==> config.mk <==
export PLATFORM = sky130hd
export DESIGN_NAME = max7219_cmd_seq
export DESIGN_NICKNAME = d
export VERILOG_FILES = /design/src/rtl/max7219_cmd_seq.sv
export SDC_FILE = /design/constraint.sdc
export NUM_CORES = 1
export LEC_CHECK = 0
export ABC_CLOCK_PERIOD_IN_PS = 3500
export CAP_MARGIN = 20
export CORE_MARGIN = 2
export CORE_UTILIZATION = 28
export CTS_CLUSTER_SIZE = 24
export DETAILED_ROUTE_END_ITERATION = 10
export GPL_TIMING_DRIVEN = 0
export SKIP_CTS_REPAIR_TIMING = 1
export SYNTH_ARGS = -nofsm -noshare
export SYNTH_HDL_FRONTEND = slang
export SYNTH_SLANG_ARGS = --single-unit
==> constraint.sdc <==
create_clock -name clk -period 3.5 [get_ports clk]
set_input_delay 0.875 -clock clk [delete_from_list [all_inputs] [get_ports clk]]
set_output_delay 0.875 -clock clk [all_outputs]
set_load 0.05 [all_outputs]
==> src/rtl/max7219_cmd_seq.sv <==
// -----------------------------------------------------------------------------
// max7219_cmd_seq
//
// Frame sequencer that sits upstream of max7219_if. One accepted start request
// produces a complete refresh of a chain of G_NB_MATRIX cascaded MAX7219
// devices: five configuration registers (decode, intensity, scan limit,
// shutdown, display test) followed by the eight digit registers. Each register
// row is sent as one 16-bit frame per device, highest device first, and LOAD
// is enabled only on the final frame of a row so the whole chain latches once.
// Digit bytes are fetched from an external RAM with one cycle of read latency.
//
// Parameters
//   G_NB_MATRIX   number of cascaded MAX7219 devices (1..8)
//   G_ADDR_WIDTH  digit RAM address width, at least clog2(G_NB_MATRIX*8)
//
// Ports
//   clk            system clock
//   rst            synchronous reset, active-high
//   i_start        refresh request pulse, honoured only while idle
//   i_decode_mode  data for register 0x9, captured when a refresh is accepted
//   i_intensity    data[3:0] for register 0xA, captured on accept
//   i_scan_limit   data[2:0] for register 0xB, captured on accept
//   i_test_mode    data[0] for register 0xF, captured on accept
//   o_ram_addr     digit RAM address = device*8 + (digit-1)
//   i_ram_data     digit RAM read data, valid one cycle after o_ram_addr
//   o_start        one-cycle frame start pulse towards max7219_if
//   o_en_load      LOAD enable for the current frame, held until i_done
//   o_data         frame {4'h0, reg_addr, data}, held until i_done
//   i_done         one-cycle pulse from max7219_if: frame (and LOAD) complete
//   o_busy         high while a refresh is in progress
//   o_done         one-cycle pulse once the complete refresh has been sent
// -----------------------------------------------------------------------------
module max7219_cmd_seq #(
  parameter int G_NB_MATRIX  = 4,
  parameter int G_ADDR_WIDTH = 5
) (
  input  logic                    clk,
  input  logic                    rst,
  input  logic                    i_start,
  input  logic [7:0]              i_decode_mode,
  input  logic [3:0]              i_intensity,
  input  logic [2:0]              i_scan_limit,
  input  logic                    i_test_mode,
  output logic [G_ADDR_WIDTH-1:0] o_ram_addr,
  input  logic [7:0]              i_ram_data,
  output logic                    o_start,
  output logic                    o_en_load,
  output logic [15:0]             o_data,
  input  logic                    i_done,
  output logic                    o_busy,
  output logic                    o_done
);

  // Device counter reload value and the index of the last register row
  // (rows 0..4 are configuration, rows 5..12 are digits 1..8).
  localparam logic [2:0] DEV_LAST = 3'(G_NB_MATRIX - 1);
  localparam logic [3:0] REG_LAST = 4'd12;

  typedef enum logic [2:0] {
    S_IDLE,
    S_ADDR,
    S_DATA,
    S_START,
    S_WAIT,
    S_DONE
  } state_t;

  state_t     state_q;
  state_t     state_d;

  logic [3:0] reg_idx_q;
  logic [2:0] dev_cnt_q;

  logic [7:0] decode_q;
  logic [3:0] intensity_q;
  logic [2:0] scan_limit_q;
  logic       test_mode_q;

  logic [3:0] row_addr;
  logic [7:0] row_data;
  logic [2:0] digit_sel;
  logic       last_dev;
  logic       last_reg;

  // Decode the current register row into its MAX7219 register address and
  // data byte. For digit rows the byte comes straight from the RAM read port,
  // which only holds the right byte during S_DATA; that is the only cycle in
  // which row_data is captured.
  always_comb begin
    row_addr  = 4'h0;
    row_data  = 8'h00;
    digit_sel = 3'd0;
    case (reg_idx_q)
      4'd0: begin
        row_addr = 4'h9;
        row_data = decode_q;
      end
      4'd1: begin
        row_addr = 4'hA;
        row_data = {4'h0, intensity_q};
      end
      4'd2: begin
        row_addr = 4'hB;
        row_data = {5'h00, scan_limit_q};
      end
      4'd3: begin
        row_addr = 4'hC;
        row_data = 8'h01;
      end
      4'd4: begin
        row_addr = 4'hF;
        row_data = {7'h00, test_mode_q};
      end
      default: begin
        row_addr  = reg_idx_q - 4'd4;
        row_data  = i_ram_data;
        digit_sel = 3'(reg_idx_q - 4'd5);
      end
    endcase
  end

  assign last_dev = (dev_cnt_q == 3'd0);
  assign last_reg = (reg_idx_q == REG_LAST);

  // The RAM address follows the counters directly, so it is already valid in
  // S_ADDR and the one-cycle RAM latency lands the byte in S_DATA. During
  // configuration rows it still points at digit 1 of the current device; the
  // byte read there is simply not used.
  assign o_ram_addr = G_ADDR_WIDTH'({dev_cnt_q, digit_sel});

  // State register.
  always_ff @(posedge clk) begin
    if (rst) begin
      state_q <= S_IDLE;
    end else begin
      state_q <= state_d;
    end
  end

  // Next-state logic and the state-decoded handshake outputs. i_start is only
  // looked at in S_IDLE and i_done only in S_WAIT, so stray pulses elsewhere
  // fall through without effect.
  always_comb begin
    state_d = state_q;
    o_start = 1'b0;
    o_busy  = 1'b0;
    o_done  = 1'b0;
    case (state_q)
      S_IDLE: begin
        if (i_start) begin
          state_d = S_ADDR;
        end
      end
      S_ADDR: begin
        o_busy  = 1'b1;
        state_d = S_DATA;
      end
      S_DATA: begin
        o_busy  = 1'b1;
        state_d = S_START;
      end
      S_START: begin
        o_busy  = 1'b1;
        o_start = 1'b1;
        state_d = S_WAIT;
      end
      S_WAIT: begin
        o_busy = 1'b1;
        if (i_done) begin
          if (last_dev && last_reg) begin
            state_d = S_DONE;
          end else begin
            state_d = S_ADDR;
          end
        end
      end
      S_DONE: begin
        o_done  = 1'b1;
        state_d = S_IDLE;
      end
      default: begin
        state_d = S_IDLE;
      end
    endcase
  end

  // Datapath: configuration capture on accept, frame capture in S_DATA, and
  // row/device stepping on each completed frame. The devices are walked from
  // the far end of the chain down to device 0, whose frame carries LOAD.
  always_ff @(posedge clk) begin
    if (rst) begin
      reg_idx_q    <= 4'd0;
      dev_cnt_q    <= 3'd0;
      decode_q     <= 8'h00;
      intensity_q  <= 4'h0;
      scan_limit_q <= 3'd0;
      test_mode_q  <= 1'b0;
      o_data       <= 16'h0000;
      o_en_load    <= 1'b0;
    end else begin
      case (state_q)
        S_IDLE: begin
          if (i_start) begin
            decode_q     <= i_decode_mode;
            intensity_q  <= i_intensity;
            scan_limit_q <= i_scan_limit;
            test_mode_q  <= i_test_mode;
            reg_idx_q    <= 4'd0;
            dev_cnt_q    <= DEV_LAST;
          end
        end
        S_DATA: begin
          o_data    <= {4'h0, row_addr, row_data};
          o_en_load <= last_dev;
        end
        S_WAIT: begin
          if (i_done) begin
            if (!last_dev) begin
              dev_cnt_q <= dev_cnt_q - 3'd1;
            end else if (!last_reg) begin
              reg_idx_q <= reg_idx_q + 4'd1;
              dev_cnt_q <= DEV_LAST;
            end
          end
        end
        default: begin
        end
      endcase
    end
  end

endmodule

==> results.yml <==
run_status:
  outcome: "finished clean"
placement:
  dp.cells: 393
  place.detailed.hpwl_mm: 3.97
  gp_congestion: 0.803
  port_buffers: 48
  place_ws_ns: 0.297
  placed_area_mm2: 0.00267
synth:
  ys_top_cells_by_area: "dfxtp_1 (38%), nand2_1 (8.2%), a21oi_1 (6.1%)"
  synth_common_cells: "nand2_1 (45), dfxtp_1 (39), a21oi_1 (25)"
  synth.avg_cell_area_um2: 8.45
  synth_flop_cell: "dfxtp_1"
  yosys.area.top_type_share_pct: 38.0
  synth_top_area_cell: "dfxtp_1"
  synth.most_common_cell: "nand2_1"
  synth_top_family_by_area: "simple AND/OR/NAND/NOR gates"
  ys.warnings.count: 0
  synthAdderAreaFrac_pct: 5.48
  synthCells: 243
  ys_seq_area_share_pct: 38.0
  synth-simple-area-share_pct: 23.0
  synth_compound_area_share_pct: 23.0
  async_flop_share_pct: 0
  ys_ff_latch: 39
  ys_types: 53
  synth_edf_count: 0
  synth_xor_area_share_pct: 1.28
  synthMuxAreaShare_pct: 0.487
  netlist_area_mm2: 0.00205
drt:
  vias: 1892
  drtIter0Drc: 114
  drc: 0
  viasPerCell: 4.73
  finalWirelength_mm: 5.29
  first_pass_iters: 4
  wl_per_cell_um: 13.2
  drtAntennaViolNets: 0
clocking:
  clockBufferDepth: 2
  clk_pin_slew_worst_paths_ns: 0.07
  cts_buffers: 5
  cts_tree: "done"
  root_buffer: "clkbuf_8"
  cts_sinks: 39
  insertion_delay_ns: 0.29
  htree_levels: 2
run:
  max-cap-violations: 0
timing:
  max_slew_margin_pct: 56.1
  max_freq_mhz: 319
  fin_crit_ns: 3.14
  fin_crit_sh_pct: 89.7
  rsz0062_at_grt: "false"
  skew_ns: 0.00659
  worst_slack_ns: 0.360
  drv_slew: 0
  tightestPinTransition_ns: 0.659
  fin_tns_setup_ns: 0
  finalSetupViolCount: 0
  finalHoldViolCount: 0
worst_setup_path:
  required_ns: 2.62
  arrival_ns: 2.26
  cpPeakStageDelay_ns: 0.48
  critPathLaunchType: "register"
  crit_chain: "inv_1 > ha_1 > nor4_1 > nor2_1 > nor2_1 > dlymetal6s2s_1"
  cp_max_fo: 8
  slowest_stage: "dfxtp_1"
  crit_buf_inv: 2
  end_kind: "primary output"
  cp_common_cell: "nor2_1"
  crit_family: "simple AND/OR/NAND/NOR gates"
  crit_type: "register to primary output"
grt:
  track_usage_pct: 14.3
  grt_max_degree: 12
  grt_pass1_wl_mm: 8.67
  first_global_vias: 1755
  grt_remaining_overflow: 0
  antenna_found_initial: 0
final_layout:
  utilization_pct: 38.5
  num-fill-cells: 732
  multi_input_area_mm2: 0.00111
  seqCellArea_um2: 781
  design_area_mm2: 0.00277
  drive_gt1_share_pct: 13.0
  diodes: 0
  num-nets-final: 338
  layoutNonFillerInstCount: 400
  layout-area-overhead-vs-synth_pct: 34.6
hold_path:
  hp-class: "register to register"
die:
  fp.dieH_um: 89.7
  die_w_um: 89.7
  rows: 31
  ioPinCount: 53
  core-area_mm2: 0.00718
  die_area_mm2: 0.00804
  start_util_pct: 28.6
power_and_ir_drop:
  vdd_drop_max_mv: 0.195
  p_leak_uw: 0.00106
  power_density_mw_per_mm2: 419
## worst min-delay path, delay by kind of cell (launching register included)
kind / cells / cell delay [ns]
flip-flops: 1 / 0.31
AND/OR/NAND/NOR: 1 / 0.05
AO/OA/AOI/OAI: 1 / 0.05
## final timing paths
path                                    start                     endpoint  slack (ns)  cells after the start
setup / recovery    reg_idx_q[0]$_SDFFE_PP0P_                o_ram_addr[2]        0.36                      6
hold / removal    intensity_q[2]$_SDFFE_PP0P_  intensity_q[2]$_SDFFE_PP0P_        0.46                      2
setup reg to reg    reg_idx_q[0]$_SDFFE_PP0P_       o_data[9]$_SDFFE_PP0P_        1.52                      7
hold reg to reg   intensity_q[2]$_SDFFE_PP0P_  intensity_q[2]$_SDFFE_PP0P_        0.46                      2
## registers in the layout, summed over array words and instances, names as in the netlist
register and cells:
scan_limit_q 3, o_en_load 1, test_mode_q 1, decode_q 8
reg_idx_q 4, state_q 3, dev_cnt_q 3, intensity_q 4
o_data 12
## layout by cell type (no fill, tap or decap), types with 3 or more instances in the layout
cell              n
dfxtp_1          39
clkbuf_8          6
o21ai_0           6
buf_4             8
a211oi_1          3
a221oi_2          3
dlymetal6s2s_1    3
nor2_1           22
buf_2             3
nor3_1            6
conb_1            4
clkbuf_1          5
a32oi_1           4
ha_1              9
clkdlybuf4s50_1  45
buf_6             4
inv_1             9
o21ai_1           3
a211oi_2          4
nand2_1          45
a21oi_1          25
## through the flow
step | power, µW | hold slack, ns
3_5_place_dp | 861 | 0.449
4_1_cts | 1170 | 0.460
2_1_floorplan | 747 | 0.433
6_report | 1160 | 0.458
5_1_grt | 1220 | 0.484
3_3_place_gp | 858 | 0.447
## where the power goes
group | internal [µW] | switching (µW) | total [µW]
clock | 155 | 153 | 307
combinational | 139 | 207 | 346
sequential | 482 | 22.6 | 504
## metal layers
layer / up-vias / wire (µm) / GRT usage, %
li1: 961 / - / -
met1: 869 / 2640 / 19.4
met2: 55 / 2330 / 22.3
met3: 7 / 251 / 3.84
met4: 0 / 68 / 3.66
met5: - / 0 / 0
## logic make-up (layout without fill, tap and decap cells)
logic type	Yosys count	in the layout
fa+ha+maj	9	9
xor+xnor	3	3
flops	39	39
other cells	1	4
buf+inv	30	85
mux	1	1
compound gates	64	64
simple gates	96	96
## layout make-up
class | count | area share [%]
Tap cell | 99 | 4.48
Timing Repair Buffer | 48 | 17.6
Clock inverter | 1 | 0.181
Inverter | 9 | 1.22
Buffer | 21 | 5.16
Sequential cell | 39 | 28.2
Clock buffer | 6 | 2.99
Multi-Input combinational cell | 177 | 40.1
Power figures use the tool's default switching activity.
